[src/rtl/i2c_scl_gen.sv]
// SCL timing generator: divides clk into four quarter phases plus a stretch-aware
// high-wait, drives SCL open-drain and emits one-cycle edge strobes for the master FSM.
module i2c_scl_gen #(
   parameter int          DIV_W  = 16,
   parameter logic [15:0] TO_CYC = 16'hFFFF
) (
   input  logic             clk,
   input  logic             resetN,
   input  logic             en,
   input  logic [DIV_W-1:0] div,
   input  logic             scl_en,
   input  logic             scl_in,
   output logic             scl_oe,
   output logic             scl_negedge,
   output logic             scl_posedge,
   output logic             scl_mid_high,
   output logic             stretch,
   output logic             timeout
);

   typedef enum logic [2:0] {
      IDLE,
      LOW_A,
      LOW_B,
      HIGH_WAIT,
      HIGH_A,
      HIGH_B
   } state_t;

   localparam logic [15:0] TO_LAST = TO_CYC - 16'd1;

   state_t           state;
   logic [DIV_W-1:0] q_cnt;
   logic [DIV_W-1:0] div_l;
   logic [DIV_W-1:0] div_eff_in;
   logic [DIV_W-1:0] div_l_m1;
   logic             drv_l;
   logic [15:0]      s_cnt;
   logic [1:0]       sync_ff;
   logic             scl_sync;
   logic             q_done;
   logic             run_ok;

   always_comb begin
      div_eff_in = (div < DIV_W'(2)) ? DIV_W'(2) : div;
      div_l_m1   = div_l - DIV_W'(1);
      scl_sync   = sync_ff[1];
      q_done     = (q_cnt == '0);
      run_ok     = en && !timeout;
   end

   // Line sampler resets to "released" so the first high-wait never sees a stale low.
   always_ff @(posedge clk or negedge resetN) begin
      if (!resetN) begin
         sync_ff <= '1;
      end else begin
         sync_ff <= {sync_ff[0], scl_in};
      end
   end

   always_ff @(posedge clk or negedge resetN) begin
      if (!resetN) begin
         state        <= IDLE;
         q_cnt        <= '0;
         div_l        <= '0;
         drv_l        <= 1'b0;
         s_cnt        <= '0;
         scl_oe       <= 1'b0;
         scl_negedge  <= 1'b0;
         scl_posedge  <= 1'b0;
         scl_mid_high <= 1'b0;
         stretch      <= 1'b0;
         timeout      <= 1'b0;
      end else begin
         scl_negedge  <= 1'b0;
         scl_posedge  <= 1'b0;
         scl_mid_high <= 1'b0;
         stretch      <= 1'b0;
         if (!en) begin
            timeout <= 1'b0;
         end

         case (state)
            IDLE: begin
               scl_oe <= 1'b0;
               if (run_ok) begin
                  state       <= LOW_A;
                  div_l       <= div_eff_in;
                  drv_l       <= scl_en;
                  q_cnt       <= div_eff_in - DIV_W'(1);
                  scl_oe      <= scl_en;
                  scl_negedge <= 1'b1;
               end
            end

            LOW_A: begin
               if (q_done) begin
                  state <= LOW_B;
                  q_cnt <= div_l_m1;
               end else begin
                  q_cnt <= q_cnt - DIV_W'(1);
               end
            end

            LOW_B: begin
               if (q_done) begin
                  state  <= HIGH_WAIT;
                  scl_oe <= 1'b0;
                  s_cnt  <= '0;
               end else begin
                  q_cnt <= q_cnt - DIV_W'(1);
               end
            end

            // When not driving, the line state is irrelevant and the wait is a single cycle.
            HIGH_WAIT: begin
               if (scl_sync || !drv_l) begin
                  state       <= HIGH_A;
                  q_cnt       <= div_l_m1;
                  scl_posedge <= 1'b1;
                  s_cnt       <= '0;
               end else if (s_cnt == TO_LAST) begin
                  state   <= IDLE;
                  timeout <= 1'b1;
                  s_cnt   <= '0;
               end else begin
                  s_cnt   <= s_cnt + 16'd1;
                  stretch <= 1'b1;
               end
            end

            HIGH_A: begin
               if (q_done) begin
                  state        <= HIGH_B;
                  q_cnt        <= div_l_m1;
                  scl_mid_high <= 1'b1;
               end else begin
                  q_cnt <= q_cnt - DIV_W'(1);
               end
            end

            HIGH_B: begin
               if (q_done) begin
                  if (run_ok) begin
                     state       <= LOW_A;
                     div_l       <= div_eff_in;
                     drv_l       <= scl_en;
                     q_cnt       <= div_eff_in - DIV_W'(1);
                     scl_oe      <= scl_en;
                     scl_negedge <= 1'b1;
                  end else begin
                     state <= IDLE;
                  end
               end else begin
                  q_cnt <= q_cnt - DIV_W'(1);
               end
            end

            default: begin
               state  <= IDLE;
               scl_oe <= 1'b0;
            end
         endcase
      end
   end

endmodule
[config.mk]
export PLATFORM = sky130hd
export DESIGN_NAME = i2c_scl_gen
export DESIGN_NICKNAME = d
export VERILOG_FILES = /design/src/rtl/i2c_scl_gen.sv
export SDC_FILE = /design/constraint.sdc
export NUM_CORES = 1
export LEC_CHECK = 0
export ABC_AREA = 1
export CORE_UTILIZATION = 40
export CTS_CLUSTER_SIZE = 40
export DETAILED_ROUTE_END_ITERATION = 6
export GPL_ROUTABILITY_DRIVEN = 0
export GPL_TIMING_DRIVEN = 0
export REMOVE_ABC_BUFFERS = 1
export SYNTH_ARGS = -nofsm -noshare
export SYNTH_HDL_FRONTEND = slang
export SYNTH_SLANG_ARGS = --single-unit
[constraint.sdc]
create_clock -name clk -period 4 [get_ports clk]
set_input_delay 1.2 -clock clk [delete_from_list [all_inputs] [get_ports clk]]
set_output_delay 1.2 -clock clk [all_outputs]
set_load 0.02 [all_outputs]
==> impl_metrics.yaml, run 1 <==
logic_synthesis:
  synth-async-reset-ratio_pct: 100
  synth_top_area_share_pct: 34.0
  synth_area_leader_cell: "dfrtp_1"
  syn_area_per_cell_sq_um: 6.77
  yosys-top-cells-area: "dfrtp_1, nand2_1, nor2_1"
  ys_seq_area_share_pct: 35.2
  synth.cell_area_sq_um: 4270
  yosys.cell_types.count: 43
  yosysWarnings: 0
  synth-seq-cells: 60
  synth_ff_type: "dfrtp_1"
  syn_inst: 631
  synth_edf_count: 0
die:
  initial_core_util_pct: 41.4
  core_sq_um: 10300
  design.die.area_sq_um: 11100
  row_count: 37
  die_x_um: 105
  ios: 27
  die_h_um: 105
run:
  cap_violations: 0
setup_path:
  crit_arrival_ps: 3680
  setup.worst_path.class: "in2reg"
  crit_fanout: 5
  crit_path_top_delay_cell: "clkdlybuf4s50_1"
  crit_top_cell: "nand2_1"
  worstPathRequired_ps: 4230
  end_kind: "flip-flop"
  cpPeakStageDelay_ps: 500
  path_cells: "clkdlybuf4s50_1, nor2_1, nand2_1, nor2_1, nand2_1, nand2_1, ha_1, nand2_1, nor2_1, nand3_1, a21oi_1, a21oi_1, nand2_1, nand3_1"
  crit_path_start_kind: "input pin"
global_routing:
  grt_max_degree: 61
  use_met2_pct: 36.5
  grt_util_met1_pct: 30.5
  top_usage_layer: "met2"
  grtUsageMet3_pct: 3.65
  grtUsageTotal_pct: 22.7
  grt_antenna_before_repair: 0
  grt_pass1_wl_mm: 19.6
  grt_pass1_vias: 3993
  grt_overflow_total: 0
timing:
  max_freq_ghz: 0.290
  period_needed_ps: 3450
  rsz0062_at_grt: "false"
  relSlewSlack_pct: 44.4
  slew_violations: 0
  tightest_slew_ps: 828
  setup_viol: 0
  finClkSkew_ps: 14.8
  fin_crit_sh_pct: 86.2
  final-hold-violation-count: 0
drt:
  wl_per_cell_um: 15.1
  drtIter0Drc: 302
  firstDrtPassIters: 5
  ant_nets: 0
  drc: 0
  vias: 4275
  wl_mm: 12.1
  vias_per_cell: 5.34
clock_network:
  clkLatencyLatePin_ps: 350
  clock-root-buffer: "clkbuf_8"
  cts_sinks: 60
  clockBufferDepth: 2
  htree_levels: 3
  clk_pin_slew_ps: 70
  cts_tree: "done"
  postCtsSetupRepairBufs: 0
  cts_resized: 0
  cts_buffers: 9
  cts_hold_buf: 0
placement:
  io_buffers: 26
  hpwl_mm: 8.81
  place_area_sq_um: 4660
  dp.cells: 786
finish:
  fin_area_sq_um: 4850
  fillCellCount: 1041
  drive_gt1_share_pct: 6.47
  layout.cells.non_filler: 801
  area_delta_synth_final_pct: 13.5
  nNetsFinal: 687
  diodes: 0
hold_path:
  hp-class: "reg2reg"
status:
  status: "finished clean"
power_and_ir_drop:
  vdd_ir_drop_max_mv: 0.275
  powerDensity_nw_per_um2: 669
  p_leak_nw: 2.22
## registers in the layout (all words and copies together), names as in the netlist
signal and cells:
scl_mid_high 1, drv_l 1, scl_oe 1, q_cnt 16, timeout 1, sync_ff 2, stretch 1, scl_negedge 1
state 3, s_cnt 16, scl_posedge 1, div_l 16
## final cells by class
| class | instances | area [sq um] | area share, % |
|---|---|---|---|
| multi-input cells | 486 | 2430 | 50.1 |
| flip-flops and latches | 60 | 1500 | 31.0 |
| inverters | 78 | 298 | 6.14 |
| repair buffers | 26 | 258 | 5.32 |
| well taps | 136 | 170 | 3.51 |
| clock buffers | 11 | 141 | 2.92 |
| clock inverters | 4 | 50.0 | 1.03 |
## worst max-delay path, delay by kind of cell
| family | cells | cell delay (ps) |
|---|---|---|
| AO/OA/AOI/OAI | 2 | 410 |
| buffers and inverters | 1 | 500 |
| AND/OR/NAND/NOR | 10 | 1360 |
| adder cells (fa/ha/maj) | 1 | 210 |
## cells in the mapped netlist, drive strengths merged, types with 5 or more instances
| master | instances |
|---|---|
| a21oi | 10 |
| nand2 | 181 |
| dfrtp | 58 |
| xnor2 | 8 |
| inv | 76 |
| xor2 | 25 |
| o22ai | 7 |
| or2 | 5 |
| buf | 5 |
| o21ai | 46 |
| nand4 | 17 |
| nor2 | 86 |
| nor3 | 16 |
| nand3 | 58 |
| ha | 5 |
## per-stage QoR
| stage | utilization (%) | hold slack (ps) | total power [mW] | setup TNS (ps) | setup WS [ps] |
|---|---|---|---|---|---|
| 5_1_grt | 47.0 | 366 | 3.52 | 0 | 279 |
| 2_1_floorplan | - | 345 | 2.20 | 0 | 1160 |
| 3_5_place_dp | 45.1 | 347 | 2.67 | 0 | 210 |
| 4_1_cts | 47.0 | 357 | 3.24 | 0 | 592 |
| 3_3_place_gp | 45.1 | 347 | 2.64 | -23830 | -415 |
| 6_report | 47.0 | 359 | 3.25 | 0 | 553 |
## routing by layer
| metal | up-vias | wire length, um |
|---|---|---|
| li1 | 2110 | - |
| met1 | 2016 | 5790 |
| met2 | 135 | 5490 |
| met3 | 14 | 594 |
| met4 | 0 | 197 |
| met5 | - | 0 |
## layout by cell type (no fill, tap or decap), drive strengths merged, types with 2 or more instances in the layout
| cell | synthesis | routed |
|---|---|---|
| or2 | 5 | 5 |
| nand3b | 3 | 3 |
| clkdlybuf4s50 | 0 | 25 |
| o41ai | 2 | 2 |
| nand2 | 181 | 181 |
| dfstp | 2 | 2 |
| clkinv | 2 | 3 |
| dfrtp | 58 | 58 |
| a21boi | 4 | 4 |
| ha | 5 | 5 |
| o21ai | 46 | 46 |
| o21a | 3 | 3 |
| nand4 | 17 | 17 |
| clkbuf | 2 | 11 |
| inv | 76 | 76 |
| xor2 | 25 | 25 |
| clkinvlp | 0 | 2 |
| a21oi | 10 | 10 |
| o211ai | 4 | 4 |
| nand3 | 58 | 58 |
| nor2 | 86 | 86 |
| o22ai | 7 | 7 |
| nor3 | 16 | 16 |
| xnor2 | 8 | 8 |
## logic make-up (layout without fill, tap and decap cells)
group           count (synthesis)  in the layout  synth area share, %
simple gates                  369            369                 37.7
buf+inv                        85            119                 7.94
compound gates                 79             79                 10.9
flops                          60             60                 35.2
xor+xnor                       33             33                 6.77
fa+ha+maj                       5              5                 1.46
## worst paths after layout
kind,start,end,slack [ps],depth (start not counted)
setup / recovery,div[9],q_cnt[10],550,14
hold / removal,sync_ff[0],sync_ff[1],360,0
setup reg to reg,q_cnt[0],drv_l,1300,11
hold reg to reg,sync_ff[0],sync_ff[1],360,0
max in group asynchronous,resetN,div_l[6],2520,1
min in group asynchronous,resetN,s_cnt[10],930,1
## power by group
| group | leakage [nW] | switching [mW] | total, mW | internal [mW] |
|---|---|---|---|---|
| logic | 1.36 | 1.10 | 1.66 | 0.568 |
| registers | 0.771 | 0.213 | 1.02 | 0.810 |
| clock network | 0.0914 | 0.257 | 0.557 | 0.300 |
| total | 2.22 | 1.57 | 3.25 | 1.68 |
Power figures use the tool's default switching activity.
==> inputs of run 2 (changes only) <==
--- a/config.mk
+++ b/config.mk
@@ -11,6 +11,7 @@
 export DETAILED_ROUTE_END_ITERATION = 6
 export GPL_ROUTABILITY_DRIVEN = 0
 export GPL_TIMING_DRIVEN = 0
+export HOLD_SLACK_MARGIN = 0.05
 export REMOVE_ABC_BUFFERS = 1
 export SYNTH_ARGS = -nofsm -noshare
 export SYNTH_HDL_FRONTEND = slang
==> constraint.sdc (replaced) <==
create_clock -name clk -period 3.75 [get_ports clk]
set_input_delay 1.125 -clock clk [delete_from_list [all_inputs] [get_ports clk]]
set_output_delay 1.125 -clock clk [all_outputs]
set_load 0.02 [all_outputs]
==> results of run 2 <==
Same layout as run 1 (identical final DEF). Status: finished clean.
Main changes from that run: setup slack after placement 210 ps -> 35.5 ps; setup slack after layout 553 ps -> 378 ps; register-to-register setup slack 1300 ps -> 1050 ps; total power 3.25 mW -> 3.46 mW; worst IR drop on VDD 0.275 mV -> 0.294 mV
